==> src/rtl/bcd_scan_pkg.sv <==
// Shared types and helpers for the multiplexed BCD display scanner.
// Digit extraction, blank-code mapping and leading-zero test live here.
package bcd_scan_pkg;

  typedef enum logic [1:0] {
    OFF,
    GUARD,
    ACTIVE
  } state_t;

  localparam int N_DIG = 4;
  localparam logic [3:0] BLANK_CODE = 4'hF;
  localparam int PCNT_W = 16;
  localparam logic [3:0] ALL_OFF = 4'b1111;

  typedef struct packed {
    logic [15:0] val;
    logic        blz;
  } disp_t;

  function automatic logic [3:0] nib(
    input logic [15:0] v,
    input logic [1:0]  k
  );
    return v[{k, 2'b00} +: 4];
  endfunction

  function automatic logic [3:0] seg_code(
    input logic [3:0] d
  );
    return (d > 4'd9) ? BLANK_CODE : d;
  endfunction

  // Digit k is a leading zero when it and all digits above it are zero.
  function automatic logic lz_blank(
    input disp_t      s,
    input logic [1:0] k
  );
    logic [15:0] hi;
    hi = s.val >> {k, 2'b00};
    return s.blz && (k != 2'd0) && (hi == 16'h0000);
  endfunction

endpackage

==> src/rtl/scan_prescaler.sv <==
// Slot prescaler: counts 0..DIV-1 and flags the final cycle of a slot.
// Held at zero while clr is asserted.
module scan_prescaler
  import bcd_scan_pkg::*;
#(
  parameter int DIV = 50000
) (
  input  logic clk,
  input  logic rst_n,
  input  logic clr,
  output logic last
);

  localparam logic [PCNT_W-1:0] TOP = PCNT_W'(DIV - 1);

  logic [PCNT_W-1:0] pcnt;

  assign last = (pcnt == TOP);

  // Free-running slot counter, wraps on the last cycle of each slot
  always_ff @(posedge clk or negedge rst_n) begin
    if (!rst_n) begin
      pcnt <= '0;
    end else if (clr || last) begin
      pcnt <= '0;
    end else begin
      pcnt <= pcnt + PCNT_W'(1);
    end
  end

endmodule

==> src/rtl/bcd_scan_ctrl.sv <==
// Four-digit multiplexed BCD scanner with guard cycles, frame-aligned
// shadow commit and optional leading-zero blanking.
module bcd_scan_ctrl
  import bcd_scan_pkg::*;
#(
  parameter int DIV = 50000
) (
  input  logic        clk,
  input  logic        rst_a_n,
  input  logic        en,
  input  logic        load,
  input  logic [15:0] value_in,
  input  logic        blank_lz,
  output logic [3:0]  bcd_out,
  output logic [3:0]  dig_sel,
  output logic        load_ack
);

  state_t     state;
  logic [1:0] idx;
  disp_t      shadow;
  disp_t      pend;
  logic       sh_ok;
  logic       pd_ok;

  logic       last;
  logic       clr;
  logic       frame_end;
  logic       wake;
  logic       commit;
  disp_t      view;

  assign clr       = !en || (state == OFF);
  assign frame_end = (state == ACTIVE) && last && (idx == 2'd3);
  assign wake      = (state == OFF) && (pd_ok || sh_ok);
  assign commit    = en && pd_ok && (frame_end || (state == OFF));
  assign view      = commit ? pend : shadow;

  scan_prescaler #(
    .DIV (DIV)
  ) u_pre (
    .clk   (clk),
    .rst_n (rst_a_n),
    .clr   (clr),
    .last  (last)
  );

  // Pending/shadow bookkeeping plus the scan FSM with registered outputs
  always_ff @(posedge clk or negedge rst_a_n) begin
    if (!rst_a_n) begin
      state    <= OFF;
      idx      <= '0;
      shadow   <= '0;
      sh_ok    <= 1'b0;
      pend     <= '0;
      pd_ok    <= 1'b0;
      bcd_out  <= 4'h0;
      dig_sel  <= ALL_OFF;
      load_ack <= 1'b0;
    end else begin
      load_ack <= 1'b0;
      if (commit) begin
        shadow   <= pend;
        sh_ok    <= 1'b1;
        pd_ok    <= 1'b0;
        load_ack <= 1'b1;
      end
      if (load) begin
        pend  <= '{val: value_in, blz: blank_lz};
        pd_ok <= 1'b1;
      end
      if (!en) begin
        state   <= OFF;
        idx     <= '0;
        dig_sel <= ALL_OFF;
      end else begin
        unique case (state)
          OFF: begin
            if (wake) begin
              state   <= GUARD;
              idx     <= '0;
              dig_sel <= ALL_OFF;
              bcd_out <= seg_code(nib(view.val, 2'd0));
            end
          end
          GUARD: begin
            state <= ACTIVE;
            if (lz_blank(shadow, idx)) begin
              dig_sel <= ALL_OFF;
            end else begin
              dig_sel <= ~(4'b0001 << idx);
            end
          end
          ACTIVE: begin
            if (last) begin
              state   <= GUARD;
              idx     <= idx + 2'd1;
              dig_sel <= ALL_OFF;
              bcd_out <= seg_code(nib(view.val, idx + 2'd1));
            end
          end
          default: begin
            state <= OFF;
          end
        endcase
      end
    end
  end

endmodule

==> config.mk <==
export PLATFORM = sky130hd
export DESIGN_NAME = bcd_scan_ctrl
export DESIGN_NICKNAME = d
export VERILOG_FILES = /design/src/rtl/bcd_scan_pkg.sv /design/src/rtl/scan_prescaler.sv /design/src/rtl/bcd_scan_ctrl.sv
export SDC_FILE = /design/constraint.sdc
export NUM_CORES = 1
export LEC_CHECK = 0
export ABC_CLOCK_PERIOD_IN_PS = 2800
export CAP_MARGIN = 20
export CORE_MARGIN = 2
export CORE_UTILIZATION = 35
export DETAILED_ROUTE_END_ITERATION = 10
export HOLD_SLACK_MARGIN = 0.02
export PLACE_DENSITY = 0.62
export SLEW_MARGIN = 40
export SYNTH_ARGS = -nofsm -noshare
export SYNTH_HDL_FRONTEND = slang
export SYNTH_SLANG_ARGS = --single-unit
==> constraint.sdc <==
create_clock -name clk -period 2.8 [get_ports clk]
set_input_delay 0.28 -clock clk [delete_from_list [all_inputs] [get_ports clk]]
set_output_delay 0.28 -clock clk [all_outputs]
set_load 0.1 [all_outputs]
==> out/qor.yml, run 1 <==
root_buffer: "clkbuf_8"
drtIter0Drc: 88
wl_um: 6080
slew_viol_final: 0
async_reset_ff_share_pct: 100
wire_per_inst_um: 14.3
synth_top_family_by_area: "multiplexers"
critPathKind: "primary input to flop"
period_minus_slack_ns: 2.50
tightest_slew_ns: 0.540
fin_nets: 337
grt_max_degree: 66
hold_path_class: "primary input to flop"
grt_pass1_wl_um: 10500
ys_top_cells_by_area: "dfrtp_1 (49%), mux2_2 (8.4%), nor2_1 (4.6%)"
rsz0062_at_grt: "false"
syn_to_final_growth_pct: 23.1
yosys_warnings: 0
synth_top_area_share_pct: 49.3
synth_fa_ha_area_share_pct: 2.02
synth_enable_flop_cells: 0
final_util_pct: 44.1
finalSetupViolations: 0
ys_types: 46
pwr-share-comb_pct: 26.1
grt_pass1_vias: 2149
pwr-share-seq_pct: 40.8
p_clk_share_pct: 33.1
clkSinkCount: 65
fin_ws_ns: 0.299
hold_viol_final: 0
yosysSeqAreaShare_pct: 52.7
cts_tree: "done"
cap_violations: 0
grt_overflow: 0
die-area_mm2: 0.00961
powerDensity_mw_per_mm2: 778
worstHoldStart: "load"
fin_crit_sh_pct: 89.3
final_antenna_net_count: 0
worstSetupStartpoint: "en"
synth_seq_cells: 65
synth_xor_area_share_pct: 3.96
start_kind: "primary input"
synthTopCellsByCount: "dfrtp_1 (61), nor2_1 (38), mux2_2 (23)"
worstPathArrival_ns: 2.78
io_buffers: 29
cts.repair.resized: 0
antenna_cells: 0
fillers: 816
worst_ep_required_time_ns: 3.07
finalClockSkew_ns: 0.00873
die_h_um: 98.0
synth_flop_cell: "dfrtp_1"
path_clk_slew_ns: 0.07
route.detailed.drc: 0
grt_antenna_before_repair: 0
cts.htree.levels: 3
syn_avg_cell_area_um2: 11.7
yosysMostFrequentCell: "dfrtp_1"
core_area_mm2: 0.00864
route.vias.total: 2097
dr.pass1.iters: 5
synthCells: 265
clock_latency_ns: 0.33
syn-num-nets: 291
crit_path_max_fanout: 10
ir_drop_mv: 0.243
r2r-start: "u_pre.pcnt[12]$_DFF_PN0_"
layout-drive-gt1-share_pct: 25.6
clock_path_buffers: 2
finalPower_w: 0.00296
synth.largest_area_cell: "dfrtp_1"
grt_usage_pct: 13.8
top_layer_used: "met4"
swShare_pct: 32.4
placed_cell_area_mm2: 0.00354
fmax_mhz: 400
drt-vias-per-instance: 4.95
synth_mux_area_share_pct: 17.0
leakage_nw: 1.62
met1_length_um: 3030
design_area_mm2: 0.00381
route.met2.wl_um: 2790
fp.dieW_um: 98.0
place_congestion: 0.826
cp-end-kind: "flop"
ios: 30
synth_compound_area_share_pct: 7.20
rows: 34
met3WireLength_um: 172
yosys.area_share.simple_pct: 12.9
cts_buffers: 9
status: "finished, final reports clean"
p_switching_w: 0.000959
dp_hpwl_um: 4400
slew_headroom_pct: 63.6
syn-cell-area_mm2: 0.00309
p_int_w: 0.00200
initial_core_util_pct: 35.8
dp_slack_ns: -0.0971
==> kinds of logic after synthesis <==
logic type / Yosys count
xor+xnor: 14
fa+ha+maj: 5
simple gates: 78
mux: 43
buf+inv: 29
flops: 65
compound gates: 31
==> through the flow <==
| step | cells | hold slack, ns | TNS (ns) |
|---|---|---|---|
| after floorplan | 265 | -0.0156 | 0 |
| after global placement | 403 | 0.321 | -0.132 |
| after detailed placement | 405 | 0.321 | -0.272 |
| after CTS | 422 | 0.458 | 0 |
| after global routing | 424 | 0.472 | 0 |
| final | 424 | 0.446 | 0 |
==> layer usage <==
layer | global-route usage [%] | vias to the layer above
li1 | - | 1022
met4 | 6.41 | 0
met2 | 20.4 | 37
met5 | 0 | -
met1 | 19.1 | 1032
met3 | 3.51 | 6
==> registers in the layout, indices dropped and copies added, names as in the netlist <==
signal,cells
sh_ok,1
dig_sel,4
shadow,17
bcd_out,4
load_ack,1
idx,2
u_pre.pcnt,16
pend,17
state,2
pd_ok,1
==> path summary, 6_finish.rpt <==
| kind | depth (start not counted) | to | slack, ns |
|---|---|---|---|
| max | 9 | bcd_out[1]$_DFFE_PN0P_ | 0.30 |
| min | 2 | pd_ok$_DFFE_PN0P_ | 0.45 |
| max reg2reg | 8 | bcd_out[1]$_DFFE_PN0P_ | 0.31 |
| min reg2reg | 1 | u_pre.pcnt[0]$_DFF_PN0_ | 0.45 |
| max in group asynchronous | 3 | dig_sel[0]$_DFFE_PN1P_ | 1.99 |
| min in group asynchronous | 3 | u_pre.pcnt[11]$_DFF_PN0_ | 0.49 |
==> critical path, cell delays in order <==
cell,delay (ns)
clkdlybuf4s50_1,0.54
inv_2,0.08
or4_4,0.53
o21ai_4,0.09
buf_4,0.23
mux2i_1,0.14
mux4_2,0.53
o211ai_1,0.20
o211a_1,0.16
==> repair_timing <==
item / in CTS / in global routing
endpoints found under the setup margin: 0 / 3
hold endpoints to repair: 61 / 0
hold buffers: 1 / 0
setup buffers: 0 / 2
==> final cells by class <==
cell class	count	area, um2	share of cell area (%)
multi-input cells	171	1330	35.0
well taps	108	135	3.55
repair buffers	44	380	9.99
clock buffers	10	138	3.61
clock inverters	6	115	3.02
inverters	20	75.1	1.97
flip-flops and latches	65	1630	42.8
==> power by group through the flow <==
stage	sequential, W	combinational, W	clock [W]
after global routing	0.00123	0.000830	0.00105
after global placement	0.00123	0.000755	0
after detailed placement	0.00123	0.000769	0
after floorplan	0.00140	0.000363	0
after CTS	0.00121	0.000773	0.00101
final	0.00121	0.000773	0.000979
==> cells in the final DEF (no fill, tap or decap), drive strengths merged, types with 2 or more instances in the layout <==
master	n
buf	25
clkbuf	10
dfstp	4
o211a	2
xor2	7
nor4	5
nand4	2
clkinv	2
xnor2	7
a31oi	2
clkdlybuf4s50	18
mux2i	15
dfrtp	61
nand3	7
a21oi	12
nor2b	4
inv	20
nand2	6
bufinv	3
mux4	5
ha	5
mux2	23
nor2	38
nand3b	2
o2111ai	2
nor3	3
o211ai	3
o21ai	2
and3	4
Note: power is estimated with default switching activity, not from simulation.
==> run 2: changes to the inputs <==
--- a/config.mk
+++ b/config.mk
@@ -10,6 +10,7 @@
 export CORE_MARGIN = 2
 export CORE_UTILIZATION = 35
 export DETAILED_ROUTE_END_ITERATION = 10
+export GPL_TIMING_DRIVEN = 0
 export HOLD_SLACK_MARGIN = 0.02
 export PLACE_DENSITY = 0.62
 export SLEW_MARGIN = 40
==> run 2 against run 1 <==
Compared with the run above:
- power down 9.6%
- sequential share of layout area up 1.3 points
- largest power group unchanged
- wire length up 0.13%
- clock-buffer cell count unchanged
- design area down 3.0%
- critical path depth unchanged
- core utilization down 1.3 points
- clock power down 27%
- combinational power down 2%
- hold slack worse by 0.040 ns
- clock skew up 0.0044 ns
- via count up 0.72%
==> out/qor.yml, run 2 (synthesis results as in run 1) <==
status: "finished, final reports clean"
met3_usage_pct: 4.22  # +0.72 points
fmax_mhz: 378  # -5.4%
grt_pass1_vias: 2044  # -4.9%
initial_core_util_pct: 35.8  # unchanged
die_h_um: 98.0  # unchanged
route.vias.total: 2112  # +0.72%
finalPower_w: 0.00268  # -9.6%
clock_path_buffers: 2  # unchanged
start_kind: "flop"
hold_path_class: "primary input to asynchronous set/reset pin"
r2r_setup_slack_ns: 0.16  # -0.15 ns
dp_hpwl_um: 4400  # about the same
cts_tree: "done"
reg2regPathDepth: 9  # +1
fin_crit_sh_pct: 94.4  # +5.1 points
root_buffer: "clkbuf_8"
layout-drive-gt1-share_pct: 23.5  # -2.1 points
r2r-start: "u_pre.pcnt[0]$_DFF_PN0_"
antenna_cells: 0  # unchanged
tightest_slew_ns: 0.566  # +0.0255 ns
grt_pass1_wl_um: 10200  # -2.4%
route.detailed.drc: 0  # unchanged
top_usage_layer: "met1"
wire_per_inst_um: 14.6  # +1.6%
grt_usage_pct: 13.5  # -0.27 points
final_common_cell: "dfrtp_1"
critPathKind: "flop to flop"
syn_to_final_growth_pct: 19.4
layout.cells.non_filler: 418  # -1.4%
worstPathArrival_ns: 2.92  # +0.14 ns
cts.htree.levels: 3  # unchanged
fp.dieW_um: 98.0  # unchanged
rows: 34  # unchanged
finalSetupViolations: 0  # unchanged
reg_top3: "pend (17), shadow (17), u_pre.pcnt (16)"
cp-end-kind: "flop"
clkSinkCount: 65  # unchanged
grtUsageMet1_pct: 19.5  # +0.44 points
crit_path_max_fanout: 10  # unchanged
finalClockSkew_ns: 0.0131  # +0.00442 ns
dp_cells: 402  # -0.74%
leakage_nw: 1.54  # -4.8%
ios: 30  # unchanged
design_area_mm2: 0.00369  # -3.0%
grt_max_degree: 38  # -42%
place_congestion: 0.816  # -1.3%
grt_util_met2_pct: 19.5  # -0.95 points
period_minus_slack_ns: 2.64  # +0.142 ns
whs_ns: 0.406  # -0.0405 ns
rsz0062_at_grt: "false"
drt-vias-per-instance: 5.05  # +2.2%
wl_um: 6090  # +0.13%
hold_viol_final: 0  # unchanged
final_antenna_net_count: 0  # unchanged
dr.pass1.iters: 4  # -1
grt_overflow: 0  # unchanged
layout_common_cells: "dfrtp_1 (61), nor2_1 (38), mux2_2 (23), inv_1 (19), clkdlybuf4s50_1 (18)"
slew_headroom_pct: 61.9  # -1.7 points
die-area_mm2: 0.00961  # unchanged
cts_buffers: 9  # unchanged
path_clk_slew_ns: 0.08  # about the same
placed_cell_area_mm2: 0.00348  # -1.5%
fin_nets: 331  # -1.8%
worst_ep_required_time_ns: 3.08  # about the same
core_area_mm2: 0.00864  # unchanged
ir_drop_mv: 0.305  # +26%
drtIter0Drc: 104  # +18%
powerDensity_mw_per_mm2: 725  # -6.8%
grt_antenna_before_repair: 0  # unchanged
clock_latency_ns: 0.34  # about the same
io_buffers: 28  # -3.4%
slew_viol_final: 0  # unchanged
cap_violations: 0  # unchanged
r2r_end: "bcd_out[2]$_DFFE_PN0P_"
[run 2: repair_timing]
item | CTS | global route
hold buffers | 1 | 0
gates resized for setup | 0 | 5
endpoints found under the hold margin | 28 | 0
setup endpoints to repair | 1 | 4
setup buffers | 0 | 0
[run 2: worst max path at each step]
stage / start / end / slack, ns / cells past startpoint
finish: u_pre.pcnt[0]$_DFF_PN0_ / bcd_out[2]$_DFFE_PN0P_ / 0.16 / 9
global placement: rst_a_n / pend[2]$_DFFE_PN0P_ / -0.74 / 1
global route: u_pre.pcnt[0]$_DFF_PN0_ / bcd_out[2]$_DFFE_PN0P_ / 0.02 / 9
CTS: idx[0]$_DFFE_PN0P_ / bcd_out[0]$_DFFE_PN0P_ / 0.08 / 8
detailed placement: en / bcd_out[2]$_DFFE_PN0P_ / -0.16 / 9
floorplan: idx[0]$_DFFE_PN0P_ / bcd_out[0]$_DFFE_PN0P_ / 0.37 / 9
[run 2: cell type report]
cell class | instances | area, um2
Timing Repair Buffer | 30 | 263
Inverter | 20 | 75.1
Multi-Input combinational cell | 171 | 1360
Buffer | 8 | 51.3
Clock buffer | 10 | 138
Fill cell | 865 | 4940
Tap cell | 108 | 135
Clock inverter | 6 | 43.8
Sequential cell | 65 | 1630
[run 2: worst max-delay path, cell delays in order (launching register included)]
cell      delay [ns]
dfrtp_1         0.38
ha_1            0.20
and3_1          0.25
nand4_2         0.27
o21ai_4         0.26
buf_4           0.22
mux2i_1         0.12
mux4_2          0.52
o211ai_1        0.20
o211a_1         0.16
[run 2: stage by stage]
| step | util [%] | setup TNS, ns | setup slack [ns] |
|---|---|---|---|
| finish | 42.8 | 0 | 0.158 |
| global route | 42.8 | 0 | 0.0175 |
| CTS | 42.5 | 0 | 0.0794 |
| detailed placement | 40.3 | -0.575 | -0.156 |
| global placement | 40.6 | -45.43 | -0.738 |
| floorplan | - | 0 | 0.367 |
[run 2: report_power, final]
| part | internal [W] | total, W | leakage (nW) | switching (W) |
|---|---|---|---|---|
| sequential | 0.00109 | 0.00121 | 0.793 | 0.000112 |
| combinational | 0.000272 | 0.000755 | 0.657 | 0.000483 |
| clock | 0.000346 | 0.000716 | 0.0922 | 0.000370 |
[run 2: metal layers]
| layer | share of wire, % | vias up |
|---|---|---|
| met5 | 0 | - |
| met4 | 1.3 | 0 |
| met3 | 3.7 | 9 |
| met2 | 46 | 35 |
| met1 | 49 | 1059 |
| li1 | - | 1009 |
==> run 3: changes to the inputs <==
--- a/config.mk
+++ b/config.mk
@@ -5,8 +5,10 @@
 export SDC_FILE = /design/constraint.sdc
 export NUM_CORES = 1
 export LEC_CHECK = 0
+export ABC_AREA = 1
 export ABC_CLOCK_PERIOD_IN_PS = 2800
 export CAP_MARGIN = 20
+export CORE_ASPECT_RATIO = 0.7
 export CORE_MARGIN = 2
 export CORE_UTILIZATION = 35
 export DETAILED_ROUTE_END_ITERATION = 10
==> run 3 against run 2 <==
Compared with the run above:
- combinational power increased by 5.7%
- global-route usage increased by 2.5 points
- die area up 0.55%
- core utilization rose by 2.4 points
- synthesized cell count up 43%
- non-clock buffer count increased by 1
- critical endpoint is now bcd_out[1]$_DFFE_PN0P_
==> out/qor.yml, run 3 <==
status: "finished, final reports clean"
synthCells: 380  # +43%
tightest_slew_ns: 0.531  # -0.0349 ns
finalClockSkew_ns: 0.00614  # -0.00700 ns
syn-cell-area_mm2: 0.00311  # +0.44%
slew_viol_final: 0  # unchanged
route.detailed.drc: 0  # unchanged
worstPathArrival_ns: 2.39  # -0.53 ns
finalSetupViolations: 0  # unchanged
antenna_cells: 0  # unchanged
crit_top_cell: "nand2_1"
final_common_cell: "nand2_1"
grt_pass1_wl_um: 12100  # +19%
synth_seq_cells: 65  # unchanged
grt_max_degree: 47  # +24%
fin_crit_sh_pct: 77.3  # -17 points
synth_top_area_share_pct: 49.1  # -0.22 points
synth_enable_flop_cells: 0  # unchanged
clkSinkCount: 65  # unchanged
layout_common_cells: "nand2_1 (111), dfrtp_1 (61), inv_1 (45), nand3_1 (41), nor2_1 (28)"
hold_path_class: "primary input to asynchronous set/reset pin"
hold_viol_final: 0  # unchanged
crit_path_max_fanout: 10  # unchanged
cap_violations: 0  # unchanged
io_buffers: 28  # unchanged
pwr-share-comb_pct: 25.3  # -2.9 points
cp_cell_sequence: "ha_1 -> nand3_1 -> nor2_1 -> nand3_1 -> nand2_2 -> nand2_1 -> buf_6 -> buf_6 -> nand2_1 -> nand3_1 -> nand3_1 -> nand2_1 -> nand2_2 -> nand2_1 -> nand2_1 -> nand2_1"
route.vias.total: 2566  # +21%
die_h_um: 82.8  # -15%
period_minus_slack_ns: 2.16  # -0.479 ns
yosys_warnings: 0  # unchanged
cts.htree.levels: 3  # unchanged
p_switching_w: 0.00103  # +7.2%
cp_slowest_cell: "dfrtp_1"
slew_headroom_pct: 64.4  # +2.5 points
place_congestion: 0.859  # +5.3%
rsz0062_at_grt: "false"
ios: 30  # unchanged
start_kind: "flop"
dr.pass1.iters: 4  # unchanged
cts_tree: "done"
root_buffer: "clkbuf_16"
ys_top_cells_by_area: "dfrtp_1 (49%), nand2_1 (13%), nand3_1 (6.6%)"
cp-end-kind: "flop"
grt_pass1_vias: 2495  # +22%
async_reset_ff_share_pct: 100  # unchanged
synth_flop_cell: "dfrtp_1"
initial_core_util_pct: 36.4  # +0.53 points
drtIter0Drc: 155  # +49%
dp_hpwl_um: 5170  # +18%
final_antenna_net_count: 0  # unchanged
die-area_mm2: 0.00966  # +0.55%
fp.dieW_um: 117  # +19%
final_util_pct: 45.2  # +2.4 points
p_int_w: 0.00212  # +24%
core_area_mm2: 0.00855  # -1.0%
clock_latency_ns: 0.33  # about the same
wl_um: 6970  # +15%
clock_path_buffers: 2  # unchanged
yosysSeqAreaShare_pct: 52.5  # -0.23 points
synthTopCellsByCount: "nand2_1 (111), dfrtp_1 (61), inv_1 (45)"
drt-vias-per-instance: 4.70  # -7.0%
yosysMostFrequentCell: "nand2_1"
path_clk_slew_ns: 0.06  # -0.02 ns
reg_top3: "pend (17), shadow (17), u_pre.pcnt (16)"
r2r_setup_slack_ns: 0.64  # +0.48 ns
critPathKind: "flop to flop"
worst_ep_required_time_ns: 3.02  # -0.06 ns
p_clk_share_pct: 38.3  # +12 points
wire_per_inst_um: 12.8  # -12%
fmax_mhz: 462  # +22%
pwr-share-seq_pct: 36.3  # -8.7 points
syn_avg_cell_area_um2: 8.18  # -30%
synth.largest_area_cell: "dfrtp_1"
leakage_nw: 1.86  # +21%
grt_antenna_before_repair: 0  # unchanged
cts_setup_buffers: 0  # unchanged
ir_drop_mv: 0.340  # +11%
cts.repair.resized: 0  # unchanged
ys_types: 32  # -30%
layout-drive-gt1-share_pct: 10.8  # -13 points
grt_usage_pct: 16.0  # +2.5 points
whs_ns: 0.361  # -0.0446 ns
syn-num-nets: 406  # +40%
powerDensity_mw_per_mm2: 816  # +13%
fin_nets: 447  # +35%
cts_buffers: 9  # unchanged
rows: 28  # -18%
cpPeakStageDelay_ns: 0.37  # -0.15 ns
grt_overflow: 0  # unchanged
syn_to_final_growth_pct: 24.2
swShare_pct: 32.8  # -3.2 points
## run 3: logic make-up (layout without fill, tap and decap cells)
kind of cell | count (synthesis) | after routing | share of synthesized area, %
simple gates | 206 | 206 | 29.1
flops | 65 | 65 | 52.5
buf+inv | 58 | 104 | 7.69
compound gates | 43 | 43 | 7.85
fa+ha+maj | 5 | 5 | 2.01
xor+xnor | 3 | 3 | 0.846
## run 3: final timing paths
| check | startpoint | endpoint | cells after the start |
|---|---|---|---|
| worst min register to register | sh_ok$_DFFE_PN0N_ | sh_ok$_DFFE_PN0N_ | 2 |
| max in group asynchronous | rst_a_n | dig_sel[3]$_DFFE_PN1P_ | 3 |
| min in group clk | load | pend[6]$_DFFE_PN0P_ | 2 |
| worst max-delay path | u_pre.pcnt[0]$_DFF_PN0_ | bcd_out[1]$_DFFE_PN0P_ | 16 |
| worst max register to register | u_pre.pcnt[0]$_DFF_PN0_ | bcd_out[1]$_DFFE_PN0P_ | 16 |
| worst min-delay path | rst_a_n | shadow[13]$_DFF_PN0_ | 2 |
## run 3: worst max-delay path: cells and delay by family, from the launching register on
kind          cells  cell delay, ns
fa+ha+maj         1            0.19
simple gates     13            1.20
flops             1            0.37
buf+inv           2            0.29
## run 3: metal layers
metal	up-vias	track usage (%)	part of all wire, %
li1	1300	-	-
met3	7	5.11	5.7
met2	51	22.0	41
met1	1208	24.3	52
met4	0	4.17	1.0
met5	-	0	0
## run 3: power groups by stage
stage	combinational (W)	clock, W	sequential, W
global placement	0.000805	0	0.00116
finish	0.000798	0.00121	0.00114
global route	0.000894	0.00127	0.00116
floorplan	0.000412	0	0.00133
CTS	0.000800	0.00123	0.00114
detailed placement	0.000794	0	0.00116
## run 3: what timing repair did
action / 4_1_cts / 5_1_grt
setup endpoints to repair: 0 / 0
hold endpoints to repair: 19 / 0
hold buffers: 1 / 0
## run 3: layout make-up
cell class                 instances  area (um2)
clock inverter                     1        30.0
fill                             889        4690
clock buffer                      15         298
buffer                             9        55.1
sequential                        65        1630
timing repair buffer              30         274
tap                              120         150
multi-input combinational        257        1240
inverter                          49         184
## run 3: metrics by stage
stage	setup TNS (ns)	cells	worst slack [ns]	total power, W	area (um2)
after global routing	0	546	0.322	0.00333	3860
after CTS	0	546	0.608	0.00318	3860
after floorplan	0	380	0.946	0.00174	3110
after global placement	-48.65	528	-0.800	0.00196	3540
after detailed placement	0	529	0.462	0.00195	3520
final	0	546	0.637	0.00315	3860
